### src/rtl/mx_block_acc_sequencer.sv
// Sequencer for the MX accumulator datapath: feeds products into the combinational
// BF16 adder one per cycle, owns the running sum, and returns it on a valid/ready port.
module mx_block_acc_sequencer #(
    parameter int PROD_WIDTH = 12,
    parameter int BLOCK_SIZE = 32
) (
    input  logic                  clk,
    input  logic                  rst,
    input  logic                  start,
    input  logic [7:0]            num_blocks,
    input  logic                  in_valid,
    output logic                  in_ready,
    input  logic                  in_sign,
    input  logic [8:0]            in_exp,
    input  logic [PROD_WIDTH-1:0] in_mant,
    output logic                  mx_prod_sign,
    output logic [8:0]            mx_prod_exp,
    output logic [PROD_WIDTH-1:0] mx_prod_mant,
    output logic [15:0]           mx_acc_in,
    output logic                  mx_new_block,
    input  logic [15:0]           mx_acc_out,
    output logic                  out_valid,
    input  logic                  out_ready,
    output logic [15:0]           out_data,
    output logic                  busy
);

    localparam int EW = $clog2(BLOCK_SIZE);
    localparam logic [EW-1:0] ELEM_LAST = EW'(BLOCK_SIZE - 1);

    typedef enum logic [1:0] {
        ST_IDLE,
        ST_ACCUM,
        ST_OUT
    } state_t;

    state_t          state_q, state_d;
    logic [15:0]     acc_q, acc_d;
    logic [EW-1:0]   elem_q, elem_d;
    logic [7:0]      blk_q, blk_d;
    logic [7:0]      nblk_q, nblk_d;

    logic            accept;
    logic            last_elem;
    logic            last_blk;

    assign accept    = (state_q == ST_ACCUM) && in_valid;
    assign last_elem = (elem_q == ELEM_LAST);
    assign last_blk  = (blk_q == (nblk_q - 8'd1));

    always_ff @(posedge clk or posedge rst) begin
        if (rst) begin
            state_q <= ST_IDLE;
            acc_q   <= 16'h0000;
            elem_q  <= '0;
            blk_q   <= 8'd0;
            nblk_q  <= 8'd0;
        end else begin
            state_q <= state_d;
            acc_q   <= acc_d;
            elem_q  <= elem_d;
            blk_q   <= blk_d;
            nblk_q  <= nblk_d;
        end
    end

    always_comb begin
        state_d = state_q;
        acc_d   = acc_q;
        elem_d  = elem_q;
        blk_d   = blk_q;
        nblk_d  = nblk_q;
        unique case (state_q)
            ST_IDLE: begin
                if (start) begin
                    acc_d = 16'h0000;
                    // A zero-length dot product skips straight to presenting 0.
                    if (num_blocks != 8'd0) begin
                        nblk_d  = num_blocks;
                        elem_d  = '0;
                        blk_d   = 8'd0;
                        state_d = ST_ACCUM;
                    end else begin
                        state_d = ST_OUT;
                    end
                end
            end
            ST_ACCUM: begin
                if (accept) begin
                    acc_d = mx_acc_out;
                    if (last_elem) begin
                        elem_d = '0;
                        blk_d  = blk_q + 8'd1;
                        if (last_blk) begin
                            state_d = ST_OUT;
                        end
                    end else begin
                        elem_d = elem_q + EW'(1);
                    end
                end
            end
            ST_OUT: begin
                if (out_ready) begin
                    state_d = ST_IDLE;
                end
            end
            default: begin
                state_d = ST_IDLE;
            end
        endcase
    end

    // Handshake outputs decode state only; no path from in_valid or out_ready.
    assign in_ready     = (state_q == ST_ACCUM);
    assign out_valid    = (state_q == ST_OUT);
    assign busy         = (state_q != ST_IDLE);
    assign out_data     = acc_q;
    assign mx_acc_in    = acc_q;
    assign mx_new_block = (state_q == ST_ACCUM) && (elem_q == '0);
    assign mx_prod_sign = in_sign;
    assign mx_prod_exp  = in_exp;
    assign mx_prod_mant = in_mant;

endmodule
### config.mk
export PLATFORM = sky130hd
export DESIGN_NAME = mx_block_acc_sequencer
export DESIGN_NICKNAME = d
export VERILOG_FILES = /design/src/rtl/mx_block_acc_sequencer.sv
export SDC_FILE = /design/constraint.sdc
export NUM_CORES = 1
export LEC_CHECK = 0
export ABC_AREA = 0
export BUFFER_PORTS_ARGS = -buffer_cell sky130_fd_sc_hd__buf_2
export CAP_MARGIN = 5
export CORE_MARGIN = 1.5
export CORE_UTILIZATION = 42
export CTS_CLUSTER_DIAMETER = 40
export DETAILED_ROUTE_END_ITERATION = 8
export HOLD_SLACK_MARGIN = 0.02
export PLACE_DENSITY_LB_ADDON = 0.1
export SLEW_MARGIN = 10
export SYNTH_ARGS = -nofsm -noshare
export SYNTH_HDL_FRONTEND = slang
export SYNTH_SLANG_ARGS = --single-unit
### constraint.sdc
create_clock -name clk -period 2.1 [get_ports clk]
set_clock_uncertainty 0.15 [all_clocks]
set_input_delay 0.21 -clock clk [delete_from_list [all_inputs] [get_ports clk]]
set_output_delay 0.21 -clock clk [all_outputs]
set_load 0.02 [all_outputs]
After elaboration in Yosys (flattened, before gate mapping)
Index checks and enable logic that the tools add are counted.

operators by class
  divide/modulo/power cells = 0
  order comparisons = 0
  reduce and logical (&&, ||, !) cells = 12
  $add $sub $neg = 3
  equal/unequal tests = 10
  shifts and indexed selects = 0
  mux-type cells = 20
  multipliers = 0
  bitwise gates (word level) = 0

operators with widths
  cell                                               number
  two-way mux 16 bit                                 2
  two-way mux 8 bit                                  4
  one-hot mux 16 bit (2 select lines)                1
  two-way mux 5 bit                                  4
  one-hot mux 8 bit (2 select lines)                 1
  two-way mux 2 bit                                  6
  one-hot mux 5 bit (2 select lines)                 1
  AND reduction 5 bit                                2
  adder 8 x 1 -> 8 bit (second input constant)       1
  == test 8 bit                                      1
  != test 2 x 1 -> 1 bit (second input constant)     4
  nonzero test 8 bit                                 1
  subtractor 8 x 1 -> 8 bit (second input constant)  1
  one-hot mux 2 bit (3 select lines)                 1
  AND reduction 3 bit                                2
  adder 5 x 1 -> 5 bit (second input constant)       1
  == test 5 bit (second input constant)              1
  zero test 5 bit                                    1
  != test 2 bit (second input constant)              2
  AND reduction 4 bit                                1
  nonzero test 2 bit                                 2
  == test 2 x 1 -> 1 bit (second input constant)     1
  == test 2 bit (second input constant)              1
  logical AND 1 bit                                  2
  zero test 2 bit                                    1

word-level totals
  output and inout bits = 58
  ROM bits = 0
  memories = 0
  input bits = 51
  bits in writable memories = 0
  register bits = 39
  word-level logic and storage cells = 50
  latch bits = 0

Longest topological paths before layout
Gate-level depths: netlist of the first run.

  depth in word-level cells = 6
  depth in mapped cells = 9
  depth with buffers taken out = 8

Worst setup path before layout of the first run
Ideal clock, no wire load.

  path kind = register -> register
  from = register nblk_q[0]
  to = register state_q[0]
  buffers on the path = 1
  library setup time = 0.118 ns
  required time = 1.832 ns
  stages on the path, launching flop included = 10
  arrival time = 1.824 ns
  slack = 0.008 ns
  period minus slack after synthesis = 2.092 ns
  path through = dfrtp_1 -> inv_1 -> ha_1 -> clkbuf_2 -> xnor2_1 -> a21oi_1 -> o21ai_0 -> a2111oi_1 -> nand3_1 -> a21o_1

on the way
  longest elaborated chain between the ends = 4

RTL lines
  element                           RTL line  source
  start: declaration                41        logic [7:0] nblk_q, nblk_d;
  start signal: assignment          63        nblk_q <= nblk_d;
  subtractor 8 x 1 -> 8 bit         49        assign last_blk = (blk_q == (nblk_q - 8'd1));
  == test 8 bit                     49
  != test 2 x 1 -> 1 bit (no line)  n/a
  AND reduction 5 bit (no line)     n/a
  end signal: assignment            59        state_q <= state_d;
  end: declaration                  37        state_t state_q, state_d;

No other way between the ends.
A chain may end at the register's enable or synchronous reset.

Worst setup path in the final report of the first run
  from = register nblk_q[1]
  to = register state_q[0]

The elaborated chain is that of the path after synthesis.

==> results.py, run 1 <==
metrics = {
    "power_and_ir_drop": {
        "p_per_area_mw_per_mm2": 1470,
        "portion_of_total_power_attributed_to_sequential_cells": 0.323,
        "switching_power_mw": 1.88,
        "p_leak_nw": 1.44,
        "cellInternalPower_mw": 2.35,
        "vdd_ir_drop_max_uv": 699,
        "pwr-share-clk": 0.116,
        "switching_share": 0.444,
        "combinationalPowerShare": 0.561,
    },
    "detailed_routing": {
        "routed_via_density": 4.87,
        "met1_length_mm": 2.38,
        "drt-pass1-iter-count": 4,
        "route.met3.wl_um": 291,
        "met2_length_mm": 2.61,
        "highest_layer": "met4",
        "drtAntennaViolNets": 0,
        "routed_wirelength_mm": 5.34,
        "drt-wirelength-per-cell_um": 14.7,
        "detailroute.via_count": 1772,
        "drt_first_iter_violations": 39,
        "drcViolationCount": 0,
    },
    "grt": {
        "first_pass_grt_wire_length_mm": 8.67,
        "grt_antenna_before_repair": 0,
        "grt_pass1_vias": 1792,
        "grt_use_total": 0.185,
        "globalRouteOverflowTotal": 0,
        "grt_max_degree": 40,
    },
    "timing": {
        "worst_case_setup_margin_in_the_final_layout_ns": 0.00666,
        "fmax_mhz": 478,
        "period_needed_ns": 2.09,
        "report.final.hold_viol_count": 0,
        "tightest_hold_margin_ns": 0.0168,
        "slew_hr": 0.592,
        "rsz_0062_raised_after_global_routing": "yes",
        "max_slew.worst_pin.slew_ns": 0.612,
        "final_min_period_over_clock_period": 0.997,
        "report.final.setup_viol": 0,
        "finalMaxSlewViolations": 0,
    },
    "critical_path": {
        "setup.worst_path.start_class": "flip-flop",
        "critical_path_required_ns": 2.14,
        "reg2reg_slack_ns": 0.007,
        "critical_path.endpoint_type": "flip-flop",
        "worst-endpoint-arrival_ns": 2.13,
        "worst-path-max-fanout": 3,
        "timing.setup.critical_path_class": "flip-flop to flip-flop",
    },
    "layout": {
        "post_layout_nonfiller_instances": 364,
        "fill_cells": 493,
        "insertedDiodeCount": 0,
        "multi_input_area_um2": 983,
        "area.sequential_um2": 976,
        "design.final.nets": 349,
        "drive_gt1_frac": 0.378,
        "utilization": 0.555,
        "flow.area_growth_from_synthesis_pct": 24.6,
    },
    "job": {
        "max_cap_viol_count": 0,
    },
    "synthesis": {
        "netlist-cell-type-count": 39,
        "syn_inst": 226,
        "synth-edff-count": 0,
        "synth_nets": 282,
        "synth_seq_cells": 39,
        "ys.warnings.count": 0,
        "proportion_of_synthesized_chip_area_in_sequential_cells": 0.421,
        "synthesis.area_mm2": 0.00232,
        "syn_avg_cell_area_um2": 10.3,
        "dominantRegCellSynth": "dfrtp_1",
        "postSynth.asyncResetShare": 1.00,
    },
    "clocking": {
        "cts-buffers-inserted": 5,
        "clock_sinks": 39,
        "clock_pin_slew_on_the_worst_setup_and_hold_paths_ns": 0.08,
        "clock_path_buffers": 2,
        "cts_tree": "built",
        "cts.root.buffer_cell": "clkbuf_8",
        "insertion_delay_ns": 0.29,
        "htreeDepth": 2,
    },
    "die": {
        "floorplan.die.height_um": 77.3,
        "floorplan_core_area_mm2": 0.00520,
        "start_util": 0.445,
        "rows": 26,
        "floorplan.die.width_um": 77.3,
        "design.die.area_mm2": 0.00597,
        "top_level_ports": 109,
    },
    "placed_design": {
        "place_hpwl_mm": 3.60,
        "preCtsSetupSlack_ns": -0.0312,
        "numPortBuffers": 64,
        "place.detailed.instances": 330,
        "place.gp.congestion": 0.762,
    },
    "run_status": {
        "status": "complete, no violations",
    },
    "min_path": {
        "hp-class": "input port to flip-flop",
    },
}
-- worst paths after layout --
path	from	to	depth (start not counted)
worst max register to register	nblk_q[1]	state_q[0]	8
worst min-delay path	num_blocks[0]	nblk_q[0]	3
max in group asynchronous	rst	mx_acc_in[12]	4
min in group asynchronous	rst	mx_acc_in[3]	4
worst max-delay path	nblk_q[1]	state_q[0]	8
worst min register to register	mx_acc_in[5]	mx_acc_in[5]	1
-- synth_stat cells, types with 3 or more instances --
master | instances | share of area
a21oi_1 | 6 | 0.013
a22o_1 | 16 | 0.060
and2_1 | 3 | 0.0081
and3_1 | 3 | 0.0081
buf_2 | 3 | 0.0065
buf_4 | 38 | 0.12
buf_6 | 3 | 0.015
clkbuf_1 | 3 | 0.0049
dfrtp_1 | 39 | 0.42
ha_1 | 5 | 0.027
inv_1 | 9 | 0.015
mux2_4 | 6 | 0.039
nand2_1 | 10 | 0.016
nand3_1 | 8 | 0.017
nand4_1 | 5 | 0.013
nor2_1 | 14 | 0.023
nor2b_1 | 5 | 0.013
o21ai_0 | 6 | 0.013
xnor2_1 | 7 | 0.026
xor2_1 | 12 | 0.045
-- flip-flops by register name, summed over array words and instances (netlist names) --
signal	cells
mx_acc_in	16
elem_q	5
blk_q	8
state_q	2
nblk_q	8
-- logic make-up after synthesis --
logic type,count (synthesis),share of synthesized area
adders and majority gates,5,0.0270
muxes,8,0.0475
xor gates and xnor gates,19,0.0718
and+or+nand+nor,61,0.151
DFF,39,0.421
buffers and inverters,58,0.167
AOI/OAI and AO/OA,36,0.115
-- routing by layer --
layer	global-route usage	vias to the layer above
met5	0	-
li1	-	864
met3	0.0476	9
met1	0.237	852
met4	0.0436	0
met2	0.312	47
-- layout make-up --
| cell class | instances | area share |
|---|---|---|
| timing repair buffer | 109 | 0.250 |
| tap | 70 | 0.0303 |
| clock buffer | 5 | 0.0238 |
| sequential | 39 | 0.338 |
| clock inverter | 3 | 0.00520 |
| inverter | 9 | 0.0117 |
| multi-input combinational | 129 | 0.341 |
-- worst max-delay path: stages, from the launching register on --
cell,delay (ns)
dfrtp_1,0.40
buf_6,0.12
or2_4,0.26
nor4_4,0.21
xnor2_1,0.12
a2111oi_2,0.35
buf_4,0.17
nand3_2,0.05
a21o_1,0.15
-- power groups by stage --
stage | Clock, mW | Sequential [mW] | Combinational, mW
after CTS | 0.517 | 1.37 | 2.33
after global placement | 0 | 1.38 | 2.21
after detailed placement | 0 | 1.37 | 2.24
after floorplan | 0 | 1.52 | 1.60
after global routing | 0.543 | 1.42 | 2.57
final | 0.492 | 1.37 | 2.37
-- what timing repair did --
item	CTS	global route
hold endpoints to repair	61	0
pin swaps	1	6
gates resized for setup	3	5
buffers inserted	1	2
setup endpoints to repair	1	5
hold buffers	23	0
-- metrics by stage --
stage / area (µm²) / power [mW] / setup TNS (ns)
6_report: 2890 / 4.23 / 0
5_1_grt: 2890 / 4.53 / -0.191
2_1_floorplan: 2320 / 3.13 / 0
3_5_place_dp: 2510 / 3.61 / -0.0420
4_1_cts: 2850 / 4.22 / 0
3_3_place_gp: 2510 / 3.59 / -0.0310
-- cell usage in the layout (no fill, tap or decap), types with 7 or more instances in the layout --
master	synthesis	routed
xnor2_1	7	7
buf_2	3	64
a22o_1	16	16
inv_1	9	9
dfrtp_1	39	39
dlygate4sd3_1	0	23
buf_4	38	20
xor2_1	12	12
nand2_1	10	10
nand3_1	8	7
nor2_1	14	14
Power figures use the tool's default switching activity.
==> inputs of run 2 (changes only) <==
==> constraint.sdc (replaced) <==
create_clock -name clk -period 2.1 [get_ports clk]
set_clock_uncertainty 0.15 [all_clocks]
set_input_delay 0.42 -clock clk [delete_from_list [all_inputs] [get_ports clk]]
set_output_delay 0.42 -clock clk [all_outputs]
set_load 0.02 [all_outputs]
==> results.py, run 2 (synthesis results as in run 1) <==
metrics = {
    "run_status": {
        "status": "complete, no violations",
    },
    "grt": {
        "first_pass_grt_wire_length_mm": 7.67,
        "grt_antenna_before_repair": 0,
        "grt_max_degree": 40,
        "globalRouteOverflowTotal": 0,
        "grt_pass1_vias": 1592,
        "grt_use_total": 0.165,
    },
    "timing": {
        "slew_hr": 0.671,
        "worst_case_setup_margin_in_the_final_layout_ns": 0.0202,
        "period_needed_ns": 2.08,
        "tightest_hold_margin_ns": 0.0830,
        "rsz_0062_raised_after_global_routing": "yes",
        "max_slew.worst_pin.slew_ns": 0.494,
        "report.final.setup_viol": 0,
        "finalMaxSlewViolations": 0,
        "final_min_period_over_clock_period": 0.990,
        "fmax_mhz": 481,
        "report.final.hold_viol_count": 0,
        "totalNegativeSetupSlack_ns": 0,
    },
    "clocking": {
        "clock_pin_slew_on_the_worst_setup_and_hold_paths_ns": 0.08,
        "insertion_delay_ns": 0.29,
        "cts_tree": "built",
        "clock_sinks": 39,
        "cts.root.buffer_cell": "clkbuf_8",
        "htreeDepth": 2,
        "cts-buffers-inserted": 5,
        "clock_path_buffers": 2,
    },
    "placed_design": {
        "place.gp.congestion": 0.788,
        "numPortBuffers": 64,
        "place_hpwl_mm": 3.43,
        "preCtsSetupSlack_ns": -0.204,
        "place.detailed.instances": 336,
    },
    "critical_path": {
        "timing.setup.critical_path_class": "flip-flop to flip-flop",
        "worst-path-max-fanout": 3,
        "critPathSlowestCell": "dfrtp_1",
        "setup.worst_path.start_class": "flip-flop",
        "critical_path_required_ns": 2.14,
        "critical_path.endpoint_type": "flip-flop",
        "stage_delay_of_the_slowest_cell_on_the_critical_path_ns": 0.39,
        "worst-endpoint-arrival_ns": 2.12,
        "timing.critical_path.cells": "inv_1 -> ha_2 -> xor2_1 -> nand3_1 -> a2111oi_2 -> buf_4 -> nand3_2 -> a21o_1",
    },
    "die": {
        "floorplan_core_area_mm2": 0.00520,
        "floorplan.die.height_um": 77.3,
        "floorplan.die.width_um": 77.3,
        "start_util": 0.445,
        "design.die.area_mm2": 0.00597,
        "rows": 26,
        "top_level_ports": 109,
    },
    "layout": {
        "number_of_flip_flops_under_the_largest_register_name": 16,
        "layout.cells.most_common_list": "64 x buf_2, 39 x dfrtp_1, 27 x buf_4",
        "design.final.nets": 332,
        "drive_gt1_frac": 0.422,
        "insertedDiodeCount": 0,
        "multi_input_area_um2": 981,
        "fill_cells": 503,
        "final_common_cell": "buf_2",
        "area.sequential_um2": 976,
        "flow.area_growth_from_synthesis_pct": 16.4,
        "utilization": 0.518,
        "post_layout_nonfiller_instances": 347,
    },
    "detailed_routing": {
        "drt-pass1-iter-count": 4,
        "route.met3.wl_um": 240,
        "detailroute.via_count": 1648,
        "met2_length_mm": 2.10,
        "drcViolationCount": 0,
        "drtAntennaViolNets": 0,
        "routed_via_density": 4.75,
        "highest_layer": "met4",
        "drt_first_iter_violations": 60,
        "met1_length_mm": 2.25,
        "routed_wirelength_mm": 4.66,
        "drt-wirelength-per-cell_um": 13.4,
    },
    "power_and_ir_drop": {
        "vdd_ir_drop_max_uv": 680,
        "p_per_area_mw_per_mm2": 1550,
        "p_leak_nw": 1.37,
    },
    "min_path": {
        "hp-class": "input port to async pin",
    },
    "job": {
        "max_cap_viol_count": 0,
    },
}
-- run 2: changes by cell type in the layout (fill, tap and decap cells not counted) --
cell / delta
dlygate4sd3_1: -23
nor2b_1: -1
ha_2: +1
nor2b_4: +1
clkinv_2: -2
clkbuf_1: +1
clkinvlp_4: +1
buf_4: +7
ha_4: -1
buf_6: -1
-- run 2: final cells by class --
cell class                      instances  share of cell area
Tap cell                               70              0.0325
Multi-Input combinational cell        129               0.364
Sequential cell                        39               0.362
Timing Repair Buffer                   92               0.198
Inverter                                9              0.0125
Clock buffer                            6              0.0269
Clock inverter                          2             0.00464
-- run 2: repair_timing --
item                                    CTS  global route
hold buffers                              0             0
endpoints found under the setup margin    2             4
buffers inserted                          3             0
gates resized for setup                   6             2
pin swaps                                 1             2
-- run 2: worst max-delay path, delay by kind of cell, from the launching register on --
| family | cells | cell delay [ns] |
|---|---|---|
| AOI/OAI and AO/OA | 2 | 0.54 |
| xor gates and xnor gates | 1 | 0.15 |
| adders and majority gates | 1 | 0.31 |
| buffers and inverters | 2 | 0.25 |
| DFF | 1 | 0.39 |
| and+or+nand+nor | 2 | 0.18 |
-- run 2: stage by stage --
| stage | power (mW) | area (µm²) |
|---|---|---|
| 3_5_place_dp | 3.61 | 2560 |
| 3_3_place_gp | 3.61 | 2560 |
| 2_1_floorplan | 3.13 | 2320 |
| 4_1_cts | 4.20 | 2690 |
| 6_report | 4.18 | 2700 |
| 5_1_grt | 4.49 | 2700 |
-- run 2: where the power goes --
group	total, mW	switching [mW]	leakage (nW)	internal, mW
Combinational	2.31	1.25	0.831	1.05
Clock	0.503	0.271	0.0412	0.232
Sequential	1.37	0.317	0.502	1.05
Total	4.18	1.84	1.37	2.34
-- run 2: layer usage --
layer	vias up	track usage
li1	830	-
met1	770	0.224
met2	38	0.252
met3	10	0.0452
met4	0	0.0600
met5	-	0
-- run 2: path summary, 6_finish.rpt --
| check | startpoint | to | slack (ns) | depth (start not counted) |
|---|---|---|---|---|
| worst max-delay path | nblk_q[0] | state_q[0] | 0.02 | 8 |
| worst min-delay path | rst | mx_acc_in[14] | 0.08 | 3 |
| worst max register to register | nblk_q[0] | state_q[0] | 0.02 | 8 |
| worst min register to register | mx_acc_in[5] | mx_acc_in[5] | 0.37 | 1 |
| max in group asynchronous | rst | blk_q[1] | 1.37 | 3 |
| min in group clk | mx_acc_out[9] | mx_acc_in[9] | 0.19 | 2 |
==> inputs of run 3 (changes only) <==
--- a/config.mk
+++ b/config.mk
@@ -8,8 +8,8 @@
 export ABC_AREA = 0
 export BUFFER_PORTS_ARGS = -buffer_cell sky130_fd_sc_hd__buf_2
 export CAP_MARGIN = 5
-export CORE_MARGIN = 1.5
-export CORE_UTILIZATION = 42
+export CORE_MARGIN = 3
+export CORE_UTILIZATION = 40
 export CTS_CLUSTER_DIAMETER = 40
 export DETAILED_ROUTE_END_ITERATION = 8
 export HOLD_SLACK_MARGIN = 0.02
==> results.py, run 3 (synthesis results as in run 1) <==
metrics = {
    "run_status": {
        "status": "complete, no violations",
    },
    "critical_path": {
        "critical_path_required_ns": 2.12,
        "setup.worst_path.start_class": "input port",
        "worst-path-max-fanout": 11,
        "critical_path_buf_inv_count": 1,
        "critical_path.endpoint_type": "flip-flop",
        "critPathSlowestCell": "or4_1",
        "stage_delay_of_the_slowest_cell_on_the_critical_path_ns": 0.54,
        "reg2reg_slack_ns": 0.11,
        "timing.setup.critical_path_class": "input port to flip-flop",
        "r2r-start": "elem_q[1]",
        "worst-endpoint-arrival_ns": 2.04,
        "reg2reg_depth": 8,
        "cell_family_contributing_the_most_delay_on_the_critical_path": "simple AND/OR/NAND/NOR gates",
        "r2r_end": "state_q[0]",
        "timing.critical_path.cells": "buf_2 -> or4_1 -> or2_1 -> and3_1 -> mux2_4",
    },
    "layout": {
        "number_of_flip_flops_under_the_largest_register_name": 16,
        "multi_input_area_um2": 986,
        "layout.cells.most_common_list": "64 x buf_2, 39 x dfrtp_1, 29 x buf_4",
        "flow.area_growth_from_synthesis_pct": 16.7,
        "drive_gt1_frac": 0.432,
        "post_layout_nonfiller_instances": 350,
        "design.final.nets": 333,
        "insertedDiodeCount": 0,
        "fill_cells": 536,
        "final_common_cell": "buf_2",
        "area.sequential_um2": 976,
        "utilization": 0.485,
    },
    "timing": {
        "worst_case_setup_margin_in_the_final_layout_ns": 0.0760,
        "period_needed_ns": 2.02,
        "tightest_hold_margin_ns": 0.0976,
        "report.final.hold_viol_count": 0,
        "final_min_period_over_clock_period": 0.964,
        "fmax_mhz": 494,
        "slew_hr": 0.633,
        "finalMaxSlewViolations": 0,
        "rsz_0062_raised_after_global_routing": "no",
        "report.final.setup_viol": 0,
        "max_slew.worst_pin.slew_ns": 0.550,
    },
    "power_and_ir_drop": {
        "vdd_ir_drop_max_uv": 689,
        "p_leak_nw": 1.37,
        "p_per_area_mw_per_mm2": 1540,
    },
    "grt": {
        "grt_pass1_vias": 1587,
        "first_pass_grt_wire_length_mm": 7.62,
        "grt_max_degree": 40,
        "grt_use_total": 0.147,
        "grt_antenna_before_repair": 0,
        "globalRouteOverflowTotal": 0,
    },
    "detailed_routing": {
        "route.met3.wl_um": 264,
        "drcViolationCount": 0,
        "detailroute.via_count": 1679,
        "met2_length_mm": 2.24,
        "drt-wirelength-per-cell_um": 13.8,
        "drtAntennaViolNets": 0,
        "drt-pass1-iter-count": 3,
        "routed_wirelength_mm": 4.83,
        "drt_first_iter_violations": 89,
        "routed_via_density": 4.80,
        "highest_layer": "met4",
        "met1_length_mm": 2.30,
    },
    "placed_design": {
        "preCtsSetupSlack_ns": -0.239,
        "numPortBuffers": 64,
        "place_hpwl_mm": 3.60,
        "place.detailed.instances": 341,
        "place.gp.congestion": 0.753,
    },
    "clocking": {
        "cts_tree": "built",
        "cts-buffers-inserted": 5,
        "clock_pin_slew_on_the_worst_setup_and_hold_paths_ns": 0.07,
        "clock_sinks": 39,
        "cts_hold_buffers": 0,
        "cts.root.buffer_cell": "clkbuf_8",
        "clock_path_buffers": 2,
        "htreeDepth": 2,
        "insertion_delay_ns": 0.29,
    },
    "die": {
        "floorplan.die.width_um": 82.1,
        "floorplan_core_area_mm2": 0.00557,
        "start_util": 0.416,
        "design.die.area_mm2": 0.00675,
        "top_level_ports": 109,
        "rows": 27,
        "floorplan.die.height_um": 82.1,
    },
    "job": {
        "max_cap_viol_count": 0,
    },
    "min_path": {
        "hp-class": "input port to async pin",
    },
}
[run 3: power breakdown]
part | internal (mW) | switching [mW]
clock network | 0.233 | 0.258
registers | 1.06 | 0.324
logic | 1.04 | 1.25
[run 3: worst max path at each step]
stage / endpoint / cells after the start / slack (ns) / startpoint
after floorplan: state_q[0] / 9 / 0.008 / nblk_q[0]
after global placement: nblk_q[5] / 5 / -0.20 / num_blocks[0]
after detailed placement: nblk_q[3] / 5 / -0.24 / num_blocks[4]
after CTS: state_q[0] / 9 / 0.003 / nblk_q[0]
after global routing: state_q[0] / 9 / 0.01 / nblk_q[1]
final: nblk_q[6] / 5 / 0.08 / num_blocks[4]
[run 3: worst register-to-register path, cell delays in order (launching register included)]
cell and delay (ns):
dfrtp_1 0.40, ha_2 0.20, and3_1 0.16, ha_2 0.19
nand3_1 0.09, a2111oi_2 0.29, buf_4 0.17, nand3_1 0.07
a21o_1 0.17
[run 3: metrics by stage]
| step | setup TNS, ns | instance area (µm²) | power [mW] |
|---|---|---|---|
| final | 0 | 2710 | 4.17 |
| after global routing | 0 | 2710 | 4.54 |
| after CTS | 0 | 2670 | 4.16 |
| after floorplan | 0 | 2320 | 3.13 |
| after detailed placement | -3.45 | 2580 | 3.63 |
| after global placement | -2.91 | 2580 | 3.63 |
[run 3: final cells by class]
type                            count  area share
Clock buffer                        7      0.0282
Timing Repair Buffer               93       0.199
Inverter                            9      0.0125
Multi-Input combinational cell    129       0.364
Sequential cell                    39       0.361
Clock inverter                      1     0.00185
Tap cell                           72      0.0333
[run 3: repair_timing]
action                                  CTS  global route
buffers inserted                          0             1
endpoints found under the setup margin    0            10
resized for setup                         0            10
[run 3: routing by layer]
metal / global-route usage / vias to the layer above
met4: 0.0349 / 0
li1: - / 836
met3: 0.0531 / 10
met5: 0 / -
met1: 0.210 / 790
met2: 0.213 / 43
